[src/rtl/u_seq_div.sv]
// u_seq_div: sequential unsigned restoring divider, one quotient bit per clock.
//   Parameter N (default 4): operand width, N >= 1.
//   clk, rst        : rising-edge clock, synchronous active-high reset.
//   start           : request, sampled only while idle (busy = 0).
//   a, b            : dividend / divisor, captured on the accepted start edge.
//   busy            : high while a division is in progress.
//   done            : one-cycle pulse when out is written.
//   div_by_zero     : divisor was zero for the latest accepted operation.
//   out[2N-1:0]     : {remainder, quotient}, held until the next done.
// Optional macro U_SEQ_DIV_ZERO_FAST_EN: a zero divisor skips the iteration
// and completes one cycle after accept with the same result.
module u_seq_div #(
  parameter int unsigned N = 4
) (
  input  logic           clk,
  input  logic           rst,
  input  logic           start,
  input  logic [N-1:0]   a,
  input  logic [N-1:0]   b,
  output logic           busy,
  output logic           done,
  output logic           div_by_zero,
  output logic [2*N-1:0] out
);

  localparam int unsigned CW = (N > 1) ? $clog2(N) : 1;

  typedef enum logic {IDLE, RUN} state_t;

  state_t        state;
  logic [N-1:0]  q;     // dividend shifting out, quotient shifting in
  logic [N-1:0]  d;     // captured divisor
  logic [N-1:0]  r;     // partial remainder; always < divisor after restore, so N bits suffice
  logic [CW-1:0] cnt;   // iterations remaining minus one

`ifdef U_SEQ_DIV_ZERO_FAST_EN
  logic          zf;    // zero-divisor shortcut pending
`endif

  logic [N:0]    r_sh;
  logic [N:0]    diff;
  logic          ge;
  logic [N:0]    q_ext;
  logic [N-1:0]  q_nx;
  logic [N-1:0]  r_nx;

  // One restoring iteration: shift, trial subtract, restore on borrow.
  always_comb begin
    r_sh  = {r, q[N-1]};
    diff  = r_sh - {1'b0, d};
    ge    = (r_sh >= {1'b0, d});
    q_ext = {q, ge};
    q_nx  = q_ext[N-1:0];
    r_nx  = N'(ge ? diff : r_sh);
  end

  // Control and datapath registers.
  always_ff @(posedge clk) begin
    if (rst) begin
      state       <= IDLE;
      busy        <= 1'b0;
      done        <= 1'b0;
      div_by_zero <= 1'b0;
      out         <= '0;
      q           <= '0;
      d           <= '0;
      r           <= '0;
      cnt         <= '0;
`ifdef U_SEQ_DIV_ZERO_FAST_EN
      zf          <= 1'b0;
`endif
    end else begin
      done <= 1'b0;
      if (state == IDLE) begin
        if (start) begin
          q           <= a;
          d           <= b;
          r           <= '0;
          cnt         <= CW'(N - 1);
          div_by_zero <= (b == '0);
          busy        <= 1'b1;
          state       <= RUN;
`ifdef U_SEQ_DIV_ZERO_FAST_EN
          zf          <= (b == '0);
`endif
        end
      end else begin
`ifdef U_SEQ_DIV_ZERO_FAST_EN
        if (zf) begin
          // q still holds the dividend: result is {a, all ones}.
          out   <= {q, {N{1'b1}}};
          done  <= 1'b1;
          busy  <= 1'b0;
          zf    <= 1'b0;
          state <= IDLE;
        end else
`endif
        begin
          q   <= q_nx;
          r   <= r_nx;
          cnt <= cnt - CW'(1);
          if (cnt == '0) begin
            out   <= {r_nx, q_nx};
            done  <= 1'b1;
            busy  <= 1'b0;
            state <= IDLE;
          end
        end
      end
    end
  end

endmodule

[config.mk]
export PLATFORM = sky130hd
export DESIGN_NAME = u_seq_div
export DESIGN_NICKNAME = d
export VERILOG_FILES = /design/src/rtl/u_seq_div.sv
export SDC_FILE = /design/constraint.sdc
export NUM_CORES = 1
export LEC_CHECK = 0
export ABC_AREA = 0
export CORE_MARGIN = 3
export CORE_UTILIZATION = 35
export CTS_BUF_LIST = sky130_fd_sc_hd__clkbuf_4 sky130_fd_sc_hd__clkbuf_8
export DETAILED_ROUTE_END_ITERATION = 8
export PLACE_DENSITY = 0.69
export SLEW_MARGIN = 25
export SYNTH_ARGS = -nofsm -noshare
export SYNTH_HDL_FRONTEND = slang
export SYNTH_SLANG_ARGS = --single-unit
[constraint.sdc]
create_clock -name clk -period 3.8 [get_ports clk]
set_input_delay 0.76 -clock clk [delete_from_list [all_inputs] [get_ports clk]]
set_output_delay 0.76 -clock clk [all_outputs]
set_load 0.01 [all_outputs]
# After elaboration in Yosys (flattened, before gate mapping)
# Index checks and enable logic that the tools add are counted.
# Widths: inputs -> output; s select.
[totals]
register_bits = 26
input_bits = 11
output_inout_bits = 11
word_cells = 35
[op_classes]
n_addsub = 2
magnitude_cmp = 1
eq_ne = 1
n_mux = 14
bitwise = 1
n_reduce_logical = 7
[op_table]
columns = ["op", "n"]
rows = [
  ["$mux 4", 5],
  ["$mux 1", 7],
  ["$reduce_and 2->1", 3],
  ["$ge 5x4->1", 1],
  ["$logic_not 4->1", 1],
  ["$mux 2", 2],
  ["$sub 4x4->4", 1],
  ["$logic_not 2->1", 1],
  ["$ne 2x1->1 const B", 1],
  ["$reduce_bool 2->1", 1],
  ["$reduce_or 2->1", 1],
  ["$sub 2x1->2 const B", 1],
  ["$not 1->1", 1],
]

# Depth between registers and ports, before layout
[depth]
depth_word = 3
depth_mapped = 7
mapped_depth_nobuf = 7

# Worst setup path after synthesis
# Ideal clock, no wire load.
[synth_timing]
path_type = "reg-to-reg"
from = "register q[3]"
to = "register r[3]"
setup_time_ns = 0.087
arrival_time_ns = 1.610
required_time_ns = 3.713
slack_ns = 2.103
path_stages_with_launch = 8
cell_sequence = "dfxtp_1 -> inv_1 -> ha_1 -> nand2b_1 -> a211oi_2 -> nor2_1 -> a211o_1 -> o31ai_1"
[synth_via]
elab_chain_len = 3
[synth_lines]
columns = ["item", "line_no", "text"]
rows = [
  ["start: declaration", "31", "logic [N-1:0] q;"],
  ["start signal: assignment", "99", "q <= q_nx;"],
  ["$sub 4x4->4 / $ge 5x4->1 (equally long branches)", "50, 51", ""],
  ["$mux 4 *", "54", "r_nx = N'(ge ? diff : r_sh);"],
  ["$mux 4 *", "74", "if (state == IDLE) begin"],
  ["end signal: assignment", "100", "r <= r_nx;"],
  ["end: declaration", "33", "logic [N-1:0] r;"],
]
# Mark *: on every way between the ends. The rest lies on a longest branch, timed or not.
# A chain may end at the register's enable or synchronous reset.

# Final worst setup path
[layout_timing]
from = "input start"
to = "register div_by_zero"
[layout_via]
elab_chain_len = 1
[layout_lines]
columns = ["item", "line_no", "text"]
rows = [
  ["start: declaration", "17", "input logic start,"],
  ["$reduce_and 2->1 (no line)", "n/a", ""],
  ["end signal: assignment", "80", "div_by_zero <= (b == '0);"],
  ["end: declaration", "22", "output logic div_by_zero,"],
]
# No other way between the ends.

==> flow_summary.ini <==
[worst_setup_path]
worstPathRequired_ps = 4000
path_buf_inv = 1
slowest_delay_ps = 710
crit_chain = clkdlybuf4s50_1, nor2b_1, mux2i_1, nor2_1
regToRegStartpoint = q[3]
path_delay_family = buffers and inverters
end_kind = flop
cp-endpoint = div_by_zero
cp_slowest_cell = clkdlybuf4s50_1
cp_max_fo = 9
worstSetupPathType = in -> reg
rrSetupSlack_ps = 1950
r2r-end = r[3]
crit_arrival_ps = 2350
reg2reg_depth = 7
crit_path_start_kind = input pin
startpoint = start
cp_num_cells = 4

[placement]
gp_congestion = 0.733
hpwl_um = 1680
placed_cell_area_um2 = 1360
portBuffers = 21

[layout]
nFillCells = 315
final_cell_area_um2 = 1420
syn_to_final_growth_pct = 26.2
layout-drive-gt1-share_pct = 5.56
fin_nets = 162
num_antenna_cells = 0

[logic_synthesis]
synth-simple-area-share_pct = 15.7
syn_avg_cell_area_um2 = 9.04
synthAdderAreaFrac_pct = 7.37
synth_seq_cells = 26
netlist_area_um2 = 1120
yosysSeqAreaShare_pct = 46.4
syn_nets = 141
synth-compound-area-share_pct = 17.0
synth_cell_type_count = 29
synth_top_family_by_area = compound AO/OA/AOI/OAI gates
synthMuxAreaShare_pct = 8.15
ys.warnings.count = 0
synth_xor_area_share_pct = 0.781
synthCells = 124

[clocking]
cts_setup_buffers = 0
cts_resized = 0
clockRootBuffer = clkbuf_4
cts_tree = yes
clkTransAtPathRegs_ps = 140
clock-sinks = 26
cts_buffers = 3
clock_latency_ps = 320
postCtsHoldBufs = 0
clk_path_buf_depth = 2
h-tree-depth = 1

[status]
outcome = finished clean

[routing]
drc = 0
dr.pass1.iters = 4
first_iter_violations = 36
wl_per_cell_um = 11.7
wl_um = 2180
via_per_inst = 4.85
ant_nets = 0
vias = 902

[timing]
hold_viol_final = 0
fin_crit_sh_pct = 56.6
min_period_ps = 2150
rsz0062_at_grt = no
clock-skew-final_ps = 9.02
max_slew_margin_pct = 46.7
worst_slew_pin_slew_ps = 799
tns_ps = 0
slew_viol_final = 0
setup_viol_count_final = 0
fmax_mhz = 465

[floorplan]
die_x_um = 62.6
fp.dieH_um = 62.6
die_area_um2 = 3920
coreArea_um2 = 2900
fp-row-count = 19
start_util_pct = 38.7
boundaryPins = 22

[power_and_ir_drop]
cellPowerDensity_nw_per_um2 = 430
p_leak_nw = 0.563
vdd_drop_max_v = 0.000310

[grt]
antenna_found_initial = 0
gr-total-overflow = 0
grt_max_degree = 19
track_usage_pct = 12.3
grt_pass1_wl_um = 3930
grt_pass1_vias = 842

[flow_run]
drv_cap = 0

[min_path]
hold_class = reg -> reg
hold_depth = 2
cells in the mapped netlist:
cell	count	area (µm²)
a211o_1	1	8.76
a211oi_1	2	15.0
a211oi_2	1	12.5
a21oi_1	9	45.0
a22o_1	4	35.0
and3b_1	1	8.76
buf_1	1	3.75
buf_2	2	10.0
clkbuf_1	2	7.51
dfxtp_1	26	521
fa_1	1	20.0
ha_1	5	62.6
inv_1	8	30.0
mux2_2	1	11.3
mux2i_1	8	80.1
nand2_1	10	37.5
nand2b_1	2	12.5
nand3b_1	1	7.51
nor2_1	19	71.3
nor2b_1	1	6.26
nor3_1	4	20.0
nor4_1	1	6.26
o21a_1	2	15.0
o21ai_0	5	25.0
o21ai_1	2	10.0
o21ai_2	1	8.76
o31ai_1	2	15.0
or2_2	1	6.26
xor2_1	1	8.76
worst min path at each step:
stage	from	end	slack [ps]
after floorplan	r[3]	r[3]	430
after global placement	out[7]	out[7]	440
after detailed placement	out[7]	out[7]	440
after CTS	out[7]	out[7]	470
after global routing	r[3]	r[3]	500
final	out[7]	out[7]	470
metal layers:
metal  up-vias  wire (µm)  global-route usage [%]
li1        466          -                       -
met2        26       1000                    19.3
met4         0         27                    4.13
met3         2         86                    3.24
met5         -          0                       0
met1       408       1060                    16.2
area by class of cell:
type                            instances  area [µm²]  area share (%)
Clock buffer                            3        22.5            1.59
Timing Repair Buffer                   21         210            14.9
Multi-Input combinational cell         85         549            38.8
Tap cell                               42        52.6            3.71
Sequential cell                        26         520            36.8
Inverter                                8        30.0            2.12
Clock inverter                          1        30.0            2.12
per-stage QoR:
stage / power (mW) / setup slack, ps / std cells / hold slack [ps] / util, %
detailed placement: 0.429 / 1310 / 182 / 442 / 47.0
global route: 0.644 / 1540 / 186 / 499 / 48.8
global placement: 0.426 / 1390 / 182 / 436 / 47.0
finish: 0.608 / 1650 / 186 / 468 / 48.8
floorplan: 0.389 / 2100 / 124 / 426 / -
CTS: 0.615 / 1650 / 186 / 469 / 48.8
worst min-delay path: stages (launching register included):
cell,delay (ps)
dfxtp_1,340
nand2_1,50
o31ai_1,50
cells by family (layout without fill, tap and decap cells):
group           Yosys count  after routing
buf+inv                  13             33
flops                    26             26
fa+ha+maj                 6              6
simple gates             40             40
mux                       9              9
compound gates           29             29
xor+xnor                  1              1
power breakdown:
group | internal, mW | switching, mW
Combinational | 0.0577 | 0.0602
Clock | 0.107 | 0.0785
Sequential | 0.291 | 0.0142
Total | 0.455 | 0.153
registers in the layout (all words and copies together), names as in the netlist:
register and cells:
d 4, out 8, div_by_zero 1, done 1, q 4, r 4, busy 1, cnt 2
state 1
cell usage in the layout (no fill, tap or decap), drive strengths merged:
| cell type | n |
|---|---|
| a211o | 1 |
| a211oi | 3 |
| a21oi | 9 |
| a22o | 4 |
| and3b | 1 |
| bufinv | 1 |
| clkbuf | 3 |
| clkdlybuf4s50 | 21 |
| dfxtp | 26 |
| fa | 1 |
| ha | 5 |
| inv | 8 |
| mux2 | 1 |
| mux2i | 8 |
| nand2 | 10 |
| nand2b | 2 |
| nand3b | 1 |
| nor2 | 19 |
| nor2b | 1 |
| nor3 | 4 |
| nor4 | 1 |
| o21a | 2 |
| o21ai | 8 |
| o31ai | 2 |
| or2 | 1 |
| xor2 | 1 |
Note: power is estimated with default switching activity, not from simulation.
==> edit, RTL diff (same settings) <==
Add a define of `U_SEQ_DIV_ZERO_FAST_EN`.
--- a/src/rtl/u_seq_div.sv
+++ b/src/rtl/u_seq_div.sv
@@ -9,6 +9,8 @@
 //   out[2N-1:0]     : {remainder, quotient}, held until the next done.
 // Optional macro U_SEQ_DIV_ZERO_FAST_EN: a zero divisor skips the iteration
 // and completes one cycle after accept with the same result.
+`define U_SEQ_DIV_ZERO_FAST_EN
+
 module u_seq_div #(
   parameter int unsigned N = 4
 ) (
Formal check against the unedited RTL: not equivalent (Yosys sat finds a counterexample within 4 cycles, from zero or initial values and one cycle with rst high).
==> edit against the unedited design <==
Synthesized cell count is 15% higher; via count is 24% higher; synthesized area is 16% higher; clock skew is 0.00080 ns higher; total power is 6.7% higher; first-iteration DRC count grew to 2.8 times the old value; worst setup slack worse by 0.18 ns; critical path type unchanged; wire length is 31% higher; largest power group unchanged; sequential cell count is 1 higher; cell area is 12% higher; cell count is 11% higher; sequential power is 6% higher; critical path depth stayed put.
==> edit: results <==
{
  "fin_nets": 178,
  "critPathLaunch": "rst",
  "whs_ns": 0.4641,
  "dp.final_hpwl_um": 2183,
  "grt.met3_usage_pct": 1.855,
  "muxShareOfSynthArea_pct": 6.526,
  "ys_top_cells_by_area": "dfxtp_1, mux2i_1, nand2_1, ha_1, a21oi_1",
  "synthAdderAreaFrac_pct": 6.334,
  "r2r-end": "q[2]",
  "cp_max_fo": 23,
  "drt-met1-wl_um": 1308,
  "reg2reg_depth": 4,
  "path_clk_slew_ns": 0.10,
  "synth-compound-area-share_pct": 23.90,
  "grt_start_max_net_pins": 24,
  "clk_path_buf_depth": 2,
  "crit_arrival_ns": 2.45,
  "hold_end": "d[1]",
  "grt_first_pass_wirelength_um": 4830,
  "use_met1_pct": 17.36,
  "cts_root_buf": "clkbuf_8",
  "yosysSeqAreaShare_pct": 41.46,
  "tightest_slew_ns": 0.8158,
  "grt_pass1_vias": 1116,
  "ys_warn_count": 0,
  "hold_start": "d[1]",
  "outcome": "finished clean",
  "synth_common_cells": "dfxtp_1, nand2_1, nor2_1",
  "async_reset_ff_share_pct": 0,
  "reg2reg_from": "state",
  "synth_nets": 159,
  "p_leak_nw": 0.5882,
  "peakVddDrop_uv": 128.1,
  "synth_xor_area_share_pct": 1.344,
  "drt_iter0_drc": 99,
  "routedWlPerCell_um": 13.89,
  "p_clk_share_pct": 25.5,
  "viasPerCell": 5.447,
  "portBuffers": 21,
  "gp_congestion": 0.8284,
  "drive_gt1_share_pct": 8.750,
  "drt_pass1_iterations": 5,
  "ys_types": 39,
  "p_seq_w": 0.000323,
  "crit_slowest_cell": "clkdlybuf4s50_1",
  "cp-endpoint": "out[7]",
  "setup_viol": 0,
  "track_usage_pct": 13.88,
  "skew_ns": 0.009820,
  "post_cts_buffers": 0,
  "cp-start-kind": "input pin",
  "clk_latency_ns": 0.28,
  "use_met2_pct": 22.82,
  "r2r_slack_ns": 1.63,
  "p_sw_share_pct": 29.94,
  "critPathMaxStageDelay_ns": 1.00,
  "dr_wl_met2_um": 1403,
  "route.met3.wl_um": 97
}
edit: final cells by class:
| class | count | area (um^2) |
|---|---|---|
| clock inverter | 1 | 5.005 |
| fill | 343 | 1883 |
| tap | 46 | 57.56 |
| multi-input combinational | 100 | 700.7 |
| timing repair buffer | 21 | 210.2 |
| clock buffer | 3 | 41.29 |
| inverter | 8 | 30.03 |
| sequential | 27 | 540.5 |
edit: through the flow:
| step | instances | setup slack [ns] | total power (W) | instance area, um^2 | utilization [%] |
|---|---|---|---|---|---|
| detailed placement | 202 | 1.195 | 0.0004896 | 1539 | 44.37 |
| global placement | 202 | 1.258 | 0.0004849 | 1539 | 44.37 |
| global route | 206 | 1.326 | 0.0006865 | 1585 | 45.71 |
| finish | 206 | 1.473 | 0.0006488 | 1585 | 45.71 |
| floorplan | 142 | 2.086 | 0.0004409 | 1304 | - |
| CTS | 206 | 1.476 | 0.0006519 | 1585 | 45.71 |
edit: critical path: cells and delay by family:
family,cells,cell delay [ns]
AO/OA/AOI/OAI,2,0.39
buffers and inverters,2,1.29
